===== config.mk =====
export PLATFORM = sky130hd
export DESIGN_NAME = npu_ahb_slave_mux
export DESIGN_NICKNAME = d
export VERILOG_FILES = /design/src/rtl/npu_ahb_slave_mux.sv
export SDC_FILE = /design/constraint.sdc
export NUM_CORES = 1
export LEC_CHECK = 0
export CAP_MARGIN = 20
export CORE_AREA = 2 2 164 166
export CTS_BUF_LIST = sky130_fd_sc_hd__clkbuf_4
export DETAILED_ROUTE_END_ITERATION = 8
export DIE_AREA = 0 0 166 168
export GPL_TIMING_DRIVEN = 0
export PLACE_DENSITY = 0.52
export REMOVE_ABC_BUFFERS = 1
export SLEW_MARGIN = 20
export SYNTH_ARGS = -nofsm -noshare
export SYNTH_HDL_FRONTEND = slang
export SYNTH_SLANG_ARGS = --single-unit

===== constraint.sdc =====
create_clock -name clk -period 2.37 [get_ports clk]
set_input_delay 0.237 -clock clk [delete_from_list [all_inputs] [get_ports clk]]
set_output_delay 0.237 -clock clk [all_outputs]
set_load 0.01 [all_outputs]

===== src/rtl/npu_ahb_slave_mux.sv =====
// npu_ahb_slave_mux: AHB-Lite slave that decodes one port into a RW CSR bank, a RO status bank
// and NUM_MEM sync-read SRAM banks. Every accepted transfer takes exactly one wait state.
// Optional build macro NPU_AHB_ERR_RESP_EN: unmapped regions answer with a two-cycle ERROR
// response instead of the silent OKAY path.
module npu_ahb_slave_mux #(
   parameter int NUM_MEM = 2,
   parameter int MEM_AW  = 12,
   parameter int MEM_DW  = 8,
   parameter int NUM_RW  = 2,
   parameter int RW_W    = 4,
   parameter int NUM_RO  = 8,
   parameter int RGN_LSB = 12
) (
   input  logic                        clk,
   input  logic                        reset,
   input  logic                        hsel_i,
   input  logic [31:0]                 haddr_i,
   input  logic                        hwrite_i,
   input  logic [1:0]                  htrans_i,
   input  logic [2:0]                  hsize_i,
   input  logic [31:0]                 hwdata_i,
   input  logic                        hready_i,
   output logic                        hready_o,
   output logic                        hresp_o,
   output logic [31:0]                 hrdata_o,
   output logic [NUM_RW*RW_W-1:0]      rw_csr_o,
   input  logic [NUM_RO*32-1:0]        ro_status_i,
   output logic [NUM_MEM*MEM_AW-1:0]   mem_addr_o,
   output logic [NUM_MEM-1:0]          mem_wr_o,
   output logic [MEM_DW-1:0]           mem_wrdata_o,
   input  logic [NUM_MEM*MEM_DW-1:0]   mem_rddata_i
);

   // Offset must cover the CSR/RO word index bits [5:2] even for tiny memory banks.
   localparam int OFF_W = (MEM_AW > 6) ? MEM_AW : 6;

   typedef enum logic [1:0] {
      ST_IDLE = 2'd0,
      ST_WAIT = 2'd1,
      ST_ERR1 = 2'd2,
      ST_ERR2 = 2'd3
   } state_t;

   state_t             r_state;
   state_t             w_state_nxt;
   logic [2:0]         w_rgn;
   logic               w_mapped;
   logic               w_accept;
   logic               w_in_wait;
   logic               w_csr_we;
   logic               w_rd_cap;
   logic [2:0]         r_rgn_l;
   logic [OFF_W-1:0]   r_off_l;
   logic               r_wr_l;
   logic               r_map_l;
   logic               r_hready;
   logic               r_hresp;
   logic [31:0]        r_hrdata;
   logic [31:0]        w_rd_word;
   logic [NUM_MEM-1:0] r_mem_wr;
   logic [NUM_MEM-1:0] w_mem_wr_nxt;
   logic [RW_W-1:0]    r_csr [NUM_RW];
   logic               w_unused_bits;

   assign w_rgn     = haddr_i[RGN_LSB+2:RGN_LSB];
   assign w_mapped  = ({29'd0, w_rgn} < 32'(NUM_MEM + 2));
   assign w_accept  = (r_state == ST_IDLE) && hsel_i && hready_i && htrans_i[1];
   assign w_in_wait = (r_state == ST_WAIT);
   assign w_csr_we  = w_in_wait && r_wr_l && r_map_l && (r_rgn_l == 3'd0);
   assign w_rd_cap  = w_in_wait && !r_wr_l;

   // Address bits above the decoded fields, size and unused data bits carry no meaning here.
   assign w_unused_bits = ^{hsize_i, haddr_i, hwdata_i, htrans_i};

   assign hready_o     = r_hready;
   assign hresp_o      = r_hresp;
   assign hrdata_o     = r_hrdata;
   assign mem_wr_o     = r_mem_wr;
   assign mem_wrdata_o = hwdata_i[MEM_DW-1:0];

   // Banks see the latched offset while a write is in its wait cycle, otherwise the live address
   // so a read's SRAM access starts in the address phase.
   for (genvar b = 0; b < NUM_MEM; b++) begin : g_bank
      assign mem_addr_o[b*MEM_AW +: MEM_AW] = (w_in_wait && r_wr_l) ? r_off_l[MEM_AW-1:0]
                                                                     : haddr_i[MEM_AW-1:0];
   end

   for (genvar k = 0; k < NUM_RW; k++) begin : g_csr_out
      assign rw_csr_o[k*RW_W +: RW_W] = r_csr[k];
   end

   // State register.
   always_ff @(posedge clk or posedge reset) begin
      if (reset) begin
         r_state <= ST_IDLE;
      end else begin
         r_state <= w_state_nxt;
      end
   end

   // Next-state decode: one wait state per accepted transfer, optional two-cycle error path.
   always_comb begin
      w_state_nxt = r_state;
      case (r_state)
         ST_IDLE: begin
            if (w_accept) begin
`ifdef NPU_AHB_ERR_RESP_EN
               w_state_nxt = w_mapped ? ST_WAIT : ST_ERR1;
`else
               w_state_nxt = ST_WAIT;
`endif
            end else begin
               w_state_nxt = ST_IDLE;
            end
         end
         ST_WAIT: w_state_nxt = ST_IDLE;
         ST_ERR1: w_state_nxt = ST_ERR2;
         ST_ERR2: w_state_nxt = ST_IDLE;
         default: w_state_nxt = ST_IDLE;
      endcase
   end

   // Per-bank write strobe for the coming wait cycle, decided at accept time.
   always_comb begin
      w_mem_wr_nxt = {NUM_MEM{1'b0}};
      for (int b = 0; b < NUM_MEM; b++) begin
         w_mem_wr_nxt[b] = w_accept && w_mapped && hwrite_i && (w_rgn == 3'(b + 2));
      end
   end

   // Read mux over CSR, RO status and memory banks; anything out of range reads zero.
   always_comb begin
      w_rd_word = 32'd0;
      if (r_rgn_l == 3'd0) begin
         for (int k = 0; k < NUM_RW; k++) begin
            w_rd_word = (r_off_l[4:2] == 3'(k)) ? 32'(r_csr[k]) : w_rd_word;
         end
      end else if (r_rgn_l == 3'd1) begin
         for (int k = 0; k < NUM_RO; k++) begin
            w_rd_word = (r_off_l[5:2] == 4'(k)) ? ro_status_i[k*32 +: 32] : w_rd_word;
         end
      end else begin
         for (int b = 0; b < NUM_MEM; b++) begin
            w_rd_word = (r_rgn_l == 3'(b + 2)) ? 32'(mem_rddata_i[b*MEM_DW +: MEM_DW]) : w_rd_word;
         end
      end
   end

   // Capture the address-phase control of an accepted transfer for use in its data phase.
   always_ff @(posedge clk or posedge reset) begin
      if (reset) begin
         r_rgn_l <= 3'd0;
         r_off_l <= {OFF_W{1'b0}};
         r_wr_l  <= 1'b0;
         r_map_l <= 1'b0;
      end else if (w_accept) begin
         r_rgn_l <= w_rgn;
         r_off_l <= haddr_i[OFF_W-1:0];
         r_wr_l  <= hwrite_i;
         r_map_l <= w_mapped;
      end else begin
         r_rgn_l <= r_rgn_l;
         r_off_l <= r_off_l;
         r_wr_l  <= r_wr_l;
         r_map_l <= r_map_l;
      end
   end

   // Registered bus response and memory strobes, derived from the next state.
   always_ff @(posedge clk or posedge reset) begin
      if (reset) begin
         r_hready <= 1'b1;
         r_hresp  <= 1'b0;
         r_mem_wr <= {NUM_MEM{1'b0}};
      end else begin
         r_hready <= !((w_state_nxt == ST_WAIT) || (w_state_nxt == ST_ERR1));
         r_hresp  <= (w_state_nxt == ST_ERR1) || (w_state_nxt == ST_ERR2);
         r_mem_wr <= w_mem_wr_nxt;
      end
   end

   // CSR bank: written in the wait cycle; CSR0 is a one-cycle pulse where a write beats the clear.
   always_ff @(posedge clk or posedge reset) begin
      if (reset) begin
         for (int k = 0; k < NUM_RW; k++) begin
            r_csr[k] <= {RW_W{1'b0}};
         end
      end else begin
         for (int k = 0; k < NUM_RW; k++) begin
            if (w_csr_we && (r_off_l[4:2] == 3'(k))) begin
               r_csr[k] <= hwdata_i[RW_W-1:0];
            end else if (k == 0) begin
               r_csr[k] <= {RW_W{1'b0}};
            end else begin
               r_csr[k] <= r_csr[k];
            end
         end
      end
   end

   // Read data register: loaded at the end of a read's wait cycle, held otherwise.
   always_ff @(posedge clk or posedge reset) begin
      if (reset) begin
         r_hrdata <= 32'd0;
      end else if (w_rd_cap) begin
         r_hrdata <= r_map_l ? w_rd_word : 32'd0;
      end else begin
         r_hrdata <= r_hrdata;
      end
   end

endmodule


==> results.toml, run 1 <==
[timing]
relSlewSlack_pct = 48.7
setup_viol = 0
drv_slew = 0
rsz0062_at_grt = "false"
final_hold_viol_count = 0
period_share_pct = 98.2
finClkSkew_ns = 0.0247
layout_min_cycle_time_ns = 2.33
fmax_mhz = 430
tightest_slew_ns = 0.770

[job]
cap_violations = 0

[logic_synthesis]
synth_flop_cell = "dfrtp_1"
synthCells = 647
synth_area_leaders = "dfrtp_1 29%, o21ai_0 9.4%, mux2_2 8.7%"
async_reset_ff_share_pct = 100
seq_area_frac_synth_pct = 29.2
ys.warnings.count = 0
synth_edf_count = 0
syn_area_sq_um = 5310
syn_area_per_cell_sq_um = 8.21
yosysTopAreaCell = "dfrtp_1"
ys_types = 54
synth_top_area_share_pct = 28.7
synth-seq-cells = 62

[route]
drt_iter0_drc = 333
routed_wl_mm = 29.3
via_per_inst = 4.93
ant_nets = 0
vias = 6489
drc = 0
drtPass1Iterations = 5
wl_per_cell_um = 22.3

[power]
p_leak_nw = 3.75
internal-power_mw = 2.91
pwr-share-clk_pct = 16.8
p_per_area_nw_per_um2 = 510
comb_power_share_pct = 55.2
p_seq_share_pct = 27.9
ir_drop_uv = 235
switchingPower_mw = 1.96
swShare_pct = 40.2

[final_layout]
final_util_pct = 36.2
register_area_sq_um = 1570
layout-drive-gt1-share_pct = 10.7
finalInstanceArea_sq_um = 9550
layout_commonest_cell = "clkdlybuf4s50_1"
multi_input_area_sq_um = 3410
area_growth_pct = 79.8
layout.nets = 1315
final_cell_mix = "366 x clkdlybuf4s50_1, 100 x o21ai_0, 60 x nand2_1"
fill_cells = 2758

[place]
placed_cell_area_sq_um = 9200
io_buffers = 368
gp_congestion = 0.801
dp_hpwl_mm = 20.8

[global_routing]
grt_max_degree = 63
antenna_found_initial = 1
grt_pass1_vias = 6710
overflow = 0
globalRouteTotalUtil_pct = 19.8
grt_pass1_wl_mm = 42.1

[die]
rows = 60
fp.dieH_um = 168
core-area_sq_um = 26400
dieArea_sq_um = 27900
die_w_um = 166
ios = 422
start_util_pct = 20.2

[worst_hold_path]
hp-class = "input port to async pin"

[clocking]
cts.htree.levels = 3
cts_tree = "built"
ctsLongestPathBuffers = 2
clk_pin_slew_ns = 0.14
cts.sinks = 62
clockRootBuffer = "clkbuf_4"
cts_buffers = 9
clk-insertion-delay-late_ns = 0.45
ctsHoldBuffers = 0

[worst_setup_path]
r2r-start = "r_off_l[5]$_DFFE_PP0P_"
crit_path_start = "r_off_l[5]$_DFFE_PP0P_"
cp.arrival_ns = 2.71
worstSetupEndpointType = "flop"
critPathLaunchType = "flop"
rrSetupSlack_ns = 0.04
r2r_end = "hrdata_o[29]$_DFFE_PP0P_"
cp_max_fo = 25
reg2reg_depth = 6
required_ns = 2.75
worstSetupPathType = "flop to flop"

[run_status]
status = "finished, final reports clean"
==> layer usage <==
metal / GRT usage, % / wire length (um)
met5: 0 / 0
met4: 4.80 / 388
met3: 5.62 / 2130
met2: 34.6 / 14500
met1: 23.9 / 12300
==> final cells by class <==
type	instances	area share [%]
Clock buffer	10	0.786
Sequential cell	62	16.4
Inverter	8	0.341
Timing Repair Buffer	387	41.6
Multi-Input combinational cell	501	35.7
Antenna cell	1	0.0262
Tap cell	341	4.47
Clock inverter	6	0.734
==> registers in the layout (all words and copies together), names as in the netlist <==
name	count
hready_o	1
r_map_l	1
rw_csr_o	8
r_off_l	12
mem_wr_o	2
hresp_o	1
r_rgn_l	3
r_state	1
r_wr_l	1
hrdata_o	32
==> logic make-up (layout without fill, tap and decap cells) <==
kind of cell           after synthesis  after routing  share of synthesized area (%)
buffers and inverters               89            411                           8.92
AND/OR/NAND/NOR                    150            155                           13.7
flip-flops                          62             62                           29.2
other                                0              1                              0
multiplexers                        86             86                           17.2
AO/OA/AOI/OAI                      260            260                           31.0
==> worst max-delay path: stages, from the launching register on <==
cell and delay, ns:
dfrtp_4 0.62, buf_12 0.23, or3b_2 0.71, o22ai_1 0.21, o21ai_0 0.12, a22oi_1 0.21, a2bb2oi_1 0.19
==> through the flow <==
| step | setup WS (ns) | setup TNS, ns | power [mW] | hold WS (ns) | std cells |
|---|---|---|---|---|---|
| after floorplan | -2.68 | -95.33 | 2.59 | 0.307 | 566 |
| after global placement | -5.86 | -268.76 | 3.89 | 0.464 | 1275 |
| after detailed placement | -0.764 | -18.15 | 3.93 | 0.474 | 1284 |
| after CTS | 0.00508 | 0 | 4.89 | 0.0691 | 1310 |
| after global routing | 0.00558 | 0 | 5.20 | 0.110 | 1316 |
| final | 0.0433 | 0 | 4.88 | 0.0960 | 1316 |
==> cells in the mapped netlist, types with 2 or more instances <==
library cell and instances:
dfrtp_1 61, a221o_1 4, a21o_1 2, buf_4 20, and2_1 4, o22ai_1 21
a32o_1 2, a2bb2oi_1 20, a211oi_1 3, nor3b_1 3, a221oi_1 7, buf_2 13
o21ai_1 25, o21a_1 23, a21oi_1 13, buf_1 5, clkbuf_1 38, o21ai_0 100
nor3_1 10, mux2i_1 45, nand2b_1 3, nand2_1 60, or3b_1 3, mux2_2 41
a22oi_1 20, clkbuf_8 4, or3_1 6, nor4b_1 2, nand3b_1 6, inv_1 8
nor2b_1 5, nor2_1 38, a21boi_0 3, a22o_1 4, o221ai_1 6
==> worst max path at each step <==
stage	cells after the start	slack, ns	end
2_1_floorplan	5	-2.68	hrdata_o[29]$_DFFE_PP0P_
3_3_place_gp	5	-5.86	hrdata_o[20]$_DFFE_PP0P_
3_5_place_dp	5	-0.76	hrdata_o[18]$_DFFE_PP0P_
4_1_cts	6	0.005	hrdata_o[2]$_DFFE_PP0P_
5_1_grt	3	0.006	mem_addr_o[17]
6_report	6	0.04	hrdata_o[29]$_DFFE_PP0P_
==> timing repair <==
item | 4_1_cts | 5_1_grt
pin swaps | 2 | 2
gates resized for setup | 13 | 8
gates cloned | 2 | 3
setup buffers | 8 | 2
setup endpoints to repair | 60 | 48
==> power by group through the flow <==
stage	clock network (mW)	logic, mW	registers (mW)
floorplan	0	1.13	1.46
global placement	0	2.32	1.57
detailed placement	0	2.52	1.41
CTS	0.872	2.64	1.37
global route	0.909	2.90	1.38
finish	0.821	2.69	1.36
(Power assumes the default switching activity.)
==> run 2, diff against run 1 <==
--- a/config.mk
+++ b/config.mk
@@ -6,12 +6,14 @@
 export NUM_CORES = 1
 export LEC_CHECK = 0
 export CAP_MARGIN = 20
-export CORE_AREA = 2 2 164 166
+export CELL_PAD_IN_SITES_DETAIL_PLACEMENT = 0
+export CELL_PAD_IN_SITES_GLOBAL_PLACEMENT = 1
+export CORE_AREA = 2 2 165 167
 export CTS_BUF_LIST = sky130_fd_sc_hd__clkbuf_4
 export DETAILED_ROUTE_END_ITERATION = 8
-export DIE_AREA = 0 0 166 168
+export DIE_AREA = 0 0 167 169
 export GPL_TIMING_DRIVEN = 0
-export PLACE_DENSITY = 0.52
+export PLACE_DENSITY = 0.73
 export REMOVE_ABC_BUFFERS = 1
 export SLEW_MARGIN = 20
 export SYNTH_ARGS = -nofsm -noshare
==> results.toml, run 2 (synthesis gave the netlist of run 1 again) <==
[worst_hold_path]
hp-class = "input port to async pin"

[final_layout]
area_growth_pct = 80.9
layout-drive-gt1-share_pct = 10.5
layout.nets = 1314
final_cells = 1317
layout_commonest_cell = "clkdlybuf4s50_1"
finalInstanceArea_sq_um = 9610
final_cell_mix = "344 x clkdlybuf4s50_1, 100 x o21ai_0, 60 x nand2_1"
largest_reg_flops = 32
fill_cells = 2780

[route]
ant_nets = 0
drt_iter0_drc = 418
via_per_inst = 4.91
routed_wl_mm = 29.0
vias = 6467
wl_per_cell_um = 22.0
drc = 0
drtPass1Iterations = 5

[timing]
layout_min_cycle_time_ns = 2.26
setup_ws_ns = 0.110
drv_slew = 0
finClkSkew_ns = 0.0257
worst_hold_slack_ns = 0.107
period_share_pct = 95.4
fmax_mhz = 442
rsz0062_at_grt = "false"
final_hold_viol_count = 0
setup_viol = 0
relSlewSlack_pct = 51.3
tightest_slew_ns = 0.731

[clocking]
clockRootBuffer = "clkbuf_4"
cts.htree.levels = 3
clk-insertion-delay-late_ns = 0.46
ctsHoldBuffers = 0
cts_buffers = 9
cts.sinks = 62
clk_pin_slew_ns = 0.14
ctsLongestPathBuffers = 2
cts_tree = "built"

[worst_setup_path]
worst_path_largest_cell_delay_ns = 0.73
required_ns = 2.71
cp.arrival_ns = 2.60
crit_path_start = "r_off_l[5]$_DFFE_PP0P_"
r2r-start = "r_off_l[5]$_DFFE_PP0P_"
cpMaxStageDelayCell = "dfrtp_2"
worstSetupEndpointType = "flop"
worstSetupPathType = "flop to flop"
crit_path_cell_trace = "nor2b_4 > buf_16 > and3_1 > a221oi_1 > o21ai_1 > a221o_1"
cp_max_fo = 21
critPathLaunchType = "flop"

[power]
p_leak_nw = 3.83
swShare_pct = 39.2
comb_power_share_pct = 51.8
internal-power_mw = 3.13
switchingPower_mw = 2.02
ir_drop_uv = 300
p_per_area_nw_per_um2 = 535
pwr-share-clk_pct = 21.5
p_seq_share_pct = 26.8

[global_routing]
antenna_found_initial = 3
grt_pass1_vias = 6719
globalRouteTotalUtil_pct = 19.9
grt_max_degree = 59
grt_pass1_wl_mm = 42.0
overflow = 0

[place]
placed_cell_area_sq_um = 9250
dp_hpwl_mm = 20.8
dp_cells = 1285
post-place-ws_ns = -0.624
io_buffers = 368
gp_congestion = 0.829

[die]
start_util_pct = 20.1
core-area_sq_um = 26500
die_w_um = 167
fp.dieH_um = 169
ios = 422
dieArea_sq_um = 28200
rows = 60

[run_status]
status = "finished, final reports clean"

[job]
cap_violations = 0
==> run 2: power by group through the flow <==
stage | sequential (mW) | combinational [mW] | clock [mW]
after floorplan | 1.46 | 1.13 | 0
after global placement | 1.56 | 2.33 | 0
after detailed placement | 1.44 | 2.52 | 0
after CTS | 1.39 | 2.68 | 1.17
after global routing | 1.40 | 2.87 | 1.21
final | 1.38 | 2.66 | 1.11
==> run 2: worst max-delay path: cells and delay by family, from the launching register on <==
| family | cells | cell delay [ns] |
|---|---|---|
| compound gates | 3 | 0.82 |
| buf+inv | 1 | 0.19 |
| flops | 1 | 0.73 |
| simple gates | 2 | 0.41 |
==> run 2: cell type report <==
| type | instances | area (sq um) | share of cell area (%) |
|---|---|---|---|
| well taps | 341 | 427 | 4.44 |
| clock buffers | 9 | 67.6 | 0.703 |
| flip-flops and latches | 62 | 1570 | 16.3 |
| repair buffers | 390 | 4020 | 41.8 |
| diodes | 3 | 7.51 | 0.0781 |
| inverters | 8 | 32.5 | 0.338 |
| multi-input cells | 497 | 3360 | 35.0 |
| clock inverters | 7 | 128 | 1.33 |
==> run 2: through the flow <==
step	util (%)	power [mW]	TNS, ns
5_1_grt	36.3	5.49	0
2_1_floorplan	-	2.59	-95.33
3_3_place_gp	33.9	3.89	-268.62
6_report	36.3	5.14	0
3_5_place_dp	34.9	3.96	-13.46
4_1_cts	36.2	5.24	-0.0113
==> run 2: path summary, 6_finish.rpt <==
path	to	slack, ns	depth (start not counted)
worst min-delay path	r_off_l[1]$_DFFE_PP0P_	0.11	2
worst min register to register	hrdata_o[5]$_DFFE_PP0P_	0.50	2
max in group asynchronous	r_off_l[2]$_DFFE_PP0P_	1.72	3
min in group clk	mem_wr_o[1]$_DFF_PP0_	0.36	3
worst max-delay path	hrdata_o[3]$_DFFE_PP0P_	0.11	6
worst max register to register	hrdata_o[3]$_DFFE_PP0P_	0.11	6
==> run 2: timing repair <==
item / in CTS / in global routing
gates resized for setup: 34 / 2
setup buffers: 10 / 2
setup endpoints to repair: 60 / 7
cloned: 1 / 0
hold endpoints to repair: 0 / 0
==> run 2: layer usage <==
layer,up-vias,part of all wire [%],GRT usage [%]
met3,35,8.2,5.59
met5,-,0,0
met1,3072,41,23.8
li1,3037,-,-
met4,0,2.1,5.55
met2,323,49,34.9
